<file path="config.mk">
export PLATFORM = sky130hd
export DESIGN_NAME = router_port_fifo_fc
export DESIGN_NICKNAME = d
export VERILOG_FILES = /design/src/rtl/noc_pkg.sv /design/src/rtl/router_port_credit_cnt.sv /design/src/rtl/router_port_fifo_fc.sv
export SDC_FILE = /design/constraint.sdc
export NUM_CORES = 1
export LEC_CHECK = 0
export CORE_MARGIN = 1
export CORE_UTILIZATION = 58
export CTS_CLUSTER_DIAMETER = 60
export DETAILED_ROUTE_END_ITERATION = 10
export PLACE_DENSITY = 0.86
export SYNTH_ARGS = -nofsm -noshare
export SYNTH_HDL_FRONTEND = slang
export SYNTH_SLANG_ARGS = --single-unit
</file>
<file path="constraint.sdc">
create_clock -name clk -period 4.29 [get_ports clk]
set_input_delay 1.287 -clock clk [delete_from_list [all_inputs] [get_ports clk]]
set_output_delay 1.287 -clock clk [all_outputs]
set_load 0.03 [all_outputs]
</file>
<file path="src/rtl/noc_pkg.sv">
`default_nettype none
// ============================================================================
// Module      : noc (package)
// Description : Shared NoC link definitions: flow-control modes and helpers.
// Revision    : 1.0 - initial release
// ============================================================================
package noc;

    typedef enum logic [0:0] {
        kFlowControlAckNack = 1'b0,
        kFlowControlCredits = 1'b1
    } flow_control_e;

    // Bits needed to hold a credit count in the range 0..credits inclusive.
    function automatic int credit_cnt_width(input int credits);
        return $clog2(credits + 1);
    endfunction

endpackage
`default_nettype wire

</file>
<file path="src/rtl/router_port_credit_cnt.sv">
`default_nettype none
// ============================================================================
// Module      : router_port_credit_cnt
// Description : Downstream credit counter with saturation and sticky error.
// Revision    : 1.0 - initial release
// ============================================================================
module router_port_credit_cnt
    import noc::*;
#(
    parameter int CREDITS = 4,
    parameter int CNT_W   = credit_cnt_width(CREDITS)
) (
    input  logic clk,
    input  logic rst,
    input  logic transfer,
    input  logic credit_ret,
    output logic credit_avail,
    output logic credit_err
);

    localparam logic [CNT_W-1:0] C_CREDITS = CNT_W'(CREDITS);

    logic [CNT_W-1:0] cnt_q, cnt_d;
    logic             err_q, err_d;

    always_comb begin
        cnt_d = cnt_q;
        err_d = err_q;
        if (transfer && !credit_ret) begin
            cnt_d = cnt_q - CNT_W'(1);
        end else if (!transfer && credit_ret) begin
            // A return with every credit already home is a protocol error.
            if (cnt_q == C_CREDITS) begin
                err_d = 1'b1;
            end else begin
                cnt_d = cnt_q + CNT_W'(1);
            end
        end
    end

    always_ff @(posedge clk or negedge rst) begin
        if (!rst) begin
            cnt_q <= C_CREDITS;
            err_q <= 1'b0;
        end else begin
            cnt_q <= cnt_d;
            err_q <= err_d;
        end
    end

    assign credit_avail = (cnt_q != '0);
    assign credit_err   = err_q;

endmodule
`default_nettype wire

</file>
<file path="src/rtl/router_port_fifo_fc.sv">
`default_nettype none
// ============================================================================
// Module      : router_port_fifo_fc
// Description : NoC input port buffer with ack/nack or credit flow control.
// Revision    : 1.0 - initial release
// ============================================================================
module router_port_fifo_fc
    import noc::*;
#(
    parameter int            Width       = 32,
    parameter int            QUEUE_SIZE  = 4,
    parameter flow_control_e FlowControl = kFlowControlAckNack,
    parameter int            STOP_MARGIN = 1,
    parameter int            CREDITS     = 4
) (
    input  logic                            clk,
    input  logic                            rst,
    input  logic [Width-1:0]                data_in,
    input  logic                            data_void_in,
    output logic                            stop_out,
    output logic [Width-1:0]                data_out,
    output logic                            data_void_out,
    input  logic                            stop_in,
    output logic [$clog2(QUEUE_SIZE+1)-1:0] occupancy,
    output logic                            overflow_err,
    output logic                            credit_err
);

    localparam int AW   = $clog2(QUEUE_SIZE);
    localparam int CNTW = $clog2(QUEUE_SIZE + 1);
    localparam logic [CNTW-1:0] C_FULL     = CNTW'(QUEUE_SIZE);
    localparam logic [CNTW-1:0] C_STOP_THR = CNTW'(QUEUE_SIZE - STOP_MARGIN);

    if ((QUEUE_SIZE < 2) || ((QUEUE_SIZE & (QUEUE_SIZE - 1)) != 0)) begin : g_bad_depth
        $error("QUEUE_SIZE must be a power of two and >= 2");
    end
    if ((STOP_MARGIN < 1) || (STOP_MARGIN > QUEUE_SIZE - 1)) begin : g_bad_margin
        $error("STOP_MARGIN must lie in 1..QUEUE_SIZE-1");
    end
    if (CREDITS < 1) begin : g_bad_credits
        $error("CREDITS must be >= 1");
    end

    logic [Width-1:0] mem [QUEUE_SIZE];
    logic [AW-1:0]    wr_ptr_q, wr_ptr_d;
    logic [AW-1:0]    rd_ptr_q, rd_ptr_d;
    logic [CNTW-1:0]  count_q, count_d;
    logic             stop_out_q, stop_out_d;
    logic             overflow_q, overflow_d;
    logic             empty, void_out, enq, deq, credit_avail;

    if (FlowControl == kFlowControlCredits) begin : g_credits
        router_port_credit_cnt #(
            .CREDITS      (CREDITS)
        ) u_credit_cnt (
            .clk          (clk),
            .rst          (rst),
            .transfer     (deq),
            .credit_ret   (stop_in),
            .credit_avail (credit_avail),
            .credit_err   (credit_err)
        );
    end else begin : g_acknack
        assign credit_avail = 1'b1;
        assign credit_err   = 1'b0;
    end

    always_comb begin
        empty      = (count_q == '0);
        void_out   = empty;
        deq        = 1'b0;
        wr_ptr_d   = wr_ptr_q;
        rd_ptr_d   = rd_ptr_q;
        overflow_d = overflow_q;
        stop_out_d = 1'b0;

        if (FlowControl == kFlowControlCredits) begin
            void_out = empty || !credit_avail;
            deq      = !void_out;
        end else begin
            deq      = !void_out && !stop_in;
        end

        // A dequeue in the same cycle frees the slot, so a full queue still accepts.
        enq = !data_void_in && ((count_q < C_FULL) || deq);
        if (!data_void_in && !enq) begin
            overflow_d = 1'b1;
        end

        if (enq) wr_ptr_d = wr_ptr_q + AW'(1);
        if (deq) rd_ptr_d = rd_ptr_q + AW'(1);
        count_d = count_q + CNTW'(enq) - CNTW'(deq);

        if (FlowControl == kFlowControlCredits) begin
            stop_out_d = deq;
        end else begin
            stop_out_d = (count_d >= C_STOP_THR);
        end
    end

    always_ff @(posedge clk or negedge rst) begin
        if (!rst) begin
            wr_ptr_q   <= '0;
            rd_ptr_q   <= '0;
            count_q    <= '0;
            stop_out_q <= 1'b0;
            overflow_q <= 1'b0;
        end else begin
            wr_ptr_q   <= wr_ptr_d;
            rd_ptr_q   <= rd_ptr_d;
            count_q    <= count_d;
            stop_out_q <= stop_out_d;
            overflow_q <= overflow_d;
        end
    end

    // Storage holds no control state, so it is left out of reset.
    always_ff @(posedge clk) begin
        if (enq) begin
            mem[wr_ptr_q] <= data_in;
        end
    end

    assign data_void_out = void_out;
    assign data_out      = void_out ? '0 : mem[rd_ptr_q];
    assign stop_out      = stop_out_q;
    assign occupancy     = count_q;
    assign overflow_err  = overflow_q;

endmodule
`default_nettype wire
</file>
==> impl_metrics.toml <==
[sta]
finalHoldViolations = 0
drv_slew = 0
tightestPinTransition_ps = 580
slew_headroom_pct = 61.3
clock_skew_ps = 14.7
fmax_mhz = 250
hold_ws_ps = 487
setup_total_negative_slack_ps = 0
setup_viol = 0
fin_crit_sh_pct = 93.4
rsz0062_at_grt = "false"
period_needed_ps = 4010

[finish]
drive_gt1_share_pct = 22.8
finish.utilization_pct = 76.6
synthToLayoutAreaGrowth_pct = 26.9
final_area_sq_mm = 0.00675
nets = 377
n_antenna_cell = 0
final_cells = 455

[setup_path]
timing.rr.end = "stop_out$_DFF_PN0_"
cp-start-kind = "register"
cp_slowest_cell = "clkdlybuf4s50_1"
crit_path_end_kind = "output pin"
cp_cell_sequence = "buf_12, mux4_2, nor2b_1, clkdlybuf4s50_1"
critPathRequiredTime_ps = 3000
r2r-start = "occupancy[1]$_DFF_PN0_"
arrival_ps = 2720
worstSetupPathType = "reg2out"
worstPathMaxFanout = 26
worstRegToRegCells = 11
rrSetupSlack_ps = 1620
max_stage_delay_ps = 620

[synthesis]
synth_top_family_by_area = "multiplexers"
synthesis.nets = 288
yosys_warnings = 0
synthSimpleGateAreaFrac_pct = 4.78
synth_fa_ha_area_share_pct = 1.79
synth-compound-area-share_pct = 0.471
synth_xor_area_share_pct = 0.824
synthCells = 245
synthDistinctLibCells = 23
synthMuxAreaShare_pct = 13.6
ys_ff_latch = 137
synth.cell_area_sq_mm = 0.00532
seq_area_frac_synth_pct = 76.5
syn_avg_cell_area_sq_um = 21.7

[die]
core.rowCount = 34
die_w_um = 97.7
die_y_um = 97.7
core_area_sq_mm = 0.00881
start_util_pct = 60.4
die_area_sq_mm = 0.00955
ios = 75

[placement]
placed_area_sq_mm = 0.00620
globalplace.congestion = 0.698
hpwl_um = 5870
dpl.cell_count = 423
port_buffers = 73

[drt]
routed_wl_um = 9960
first_iter_violations = 163
ant_nets = 0
wl_per_cell_um = 21.9
dr.pass1.iters = 7
via_per_inst = 5.77
drc = 8
num_vias = 2625

[clock_tree]
clk_latency_ps = 520
htree_levels = 4
cts_made_buffers = 17
cts_resized = 0
clkSinkCount = 137
cts_buffer_depth = 2
postCtsSetupRepairBufs = 0
hold_buffers = 0
path_clk_slew_ps = 70
cts_tree = "built"
root_buffer = "clkbuf_8"

[hold_path]
min_to = "overflow_err$_DFFE_PN0P_"
hp-class = "reg2reg"
hp-start = "overflow_err$_DFFE_PN0P_"
min_path_cells = 1

[power]
vdd_drop_max_mv = 0.676
p_leak_uw = 0.00229
power_density_mw_per_mm2 = 782

[global_routing]
antenna_found_initial = 0
grt_pass1_vias = 2839
grt_max_degree = 36
overflow = 0
grt_usage_pct = 23.4
grt_first_pass_wirelength_um = 15700

[run_status]
outcome = "finished, violations left"
violations = "DRC"

[run]
maxCapViolations = 0
## how the worst max path moves through the flow
stage | endpoint | cells after the start | startpoint
floorplan | stop_out$_DFF_PN0_ | 10 | stop_in
global placement | stop_out$_DFF_PN0_ | 11 | stop_in
detailed placement | stop_out$_DFF_PN0_ | 11 | stop_in
CTS | data_out[18] | 4 | rd_ptr_q[0]$_DFFE_PN0P_
global route | data_out[18] | 4 | rd_ptr_q[0]$_DFFE_PN0P_
finish | data_out[18] | 4 | rd_ptr_q[0]$_DFFE_PN0P_
## per-layer routing
layer	routed length, um	up-vias	GRT usage (%)	part of all wire (%)
li1	-	1145	-	-
met1	3990	1364	29.4	40
met2	5320	104	38.3	53
met3	519	12	7.02	5.2
met4	128	0	10.3	1.3
met5	0	-	0	0
## registers in the layout (all words and copies together) (netlist names)
| name | flops |
|---|---|
| mem | 128 |
| overflow_err | 1 |
| rd_ptr_q | 2 |
| occupancy | 3 |
| stop_out | 1 |
| wr_ptr_q | 2 |
## stage by stage
step	setup WS, ps	total power, uW
6_report	284	5280
5_1_grt	156	5490
4_1_cts	246	5330
3_5_place_dp	482	3980
3_3_place_gp	578	3920
2_1_floorplan	1170	3200
## synthesized netlist by cell type
cell type / n / area (sq um)
a21o_1: 1 / 7.51
a21oi_1: 1 / 5.00
and2_1: 4 / 25.0
buf_2: 3 / 15.0
buf_4: 1 / 7.51
buf_6: 4 / 45.0
clkbuf_1: 4 / 15.0
conb_1: 1 / 3.75
dfrtp_1: 9 / 225
edfxtp_1: 128 / 3840
fa_1: 1 / 20.0
ha_1: 6 / 75.1
inv_1: 6 / 22.5
mux4_2: 32 / 721
nand2_1: 2 / 7.51
nor2_1: 1 / 3.75
nor2b_1: 32 / 200
nor3_2: 1 / 10.0
nor3b_1: 1 / 7.51
o21ai_0: 1 / 5.00
o21bai_1: 1 / 7.51
xnor2_1: 3 / 26.3
xor2_1: 2 / 17.5
## power by group
part	internal, uW	switching (uW)	leakage (uW)	total [uW]
clock network	730	595	0.000258	1330
logic	966	1130	0.000764	2100
registers	1730	130	0.00127	1860
## placed cells by master, fill, tap and decap left out, types with 2 or more instances in the layout
cell type	netlist	layout
buf_4	1	7
and2_2	0	4
ha_1	6	6
mux4_2	32	32
clkdlybuf4s50_1	0	73
buf_12	0	2
clkinvlp_4	0	4
xor2_1	2	2
clkinv_4	0	2
edfxtp_1	128	128
xnor2_1	3	3
nor2b_1	32	32
nand2_1	2	2
clkbuf_16	0	16
inv_1	6	6
dfrtp_1	9	8
inv_6	0	5
inv_8	0	3
## final cells by class
type                            instances  area, sq um
Tap cell                              108          135
Clock buffer                           17          414
Multi-Input combinational cell         90         1150
Fill cell                             464         2060
Timing Repair Buffer                   82          823
Inverter                                6         22.5
Clock inverter                         15          130
Sequential cell                       137         4070
## critical path, delay by kind of cell, from the launching register on
family,cells,cell delay (ps)
buf+inv,2,900
flops,1,570
mux,1,550
simple gates,1,170
## cell families (layout without fill, tap and decap cells)
family          after synthesis  count (layout)
compound gates                4               4
xor+xnor                      5               5
fa+ha+maj                     7               7
buf+inv                      18             120
flops                       137             137
mux                          32              32
other cells                   1               1
simple gates                 41              41
No activity file was read; power rests on OpenSTA's default activity.
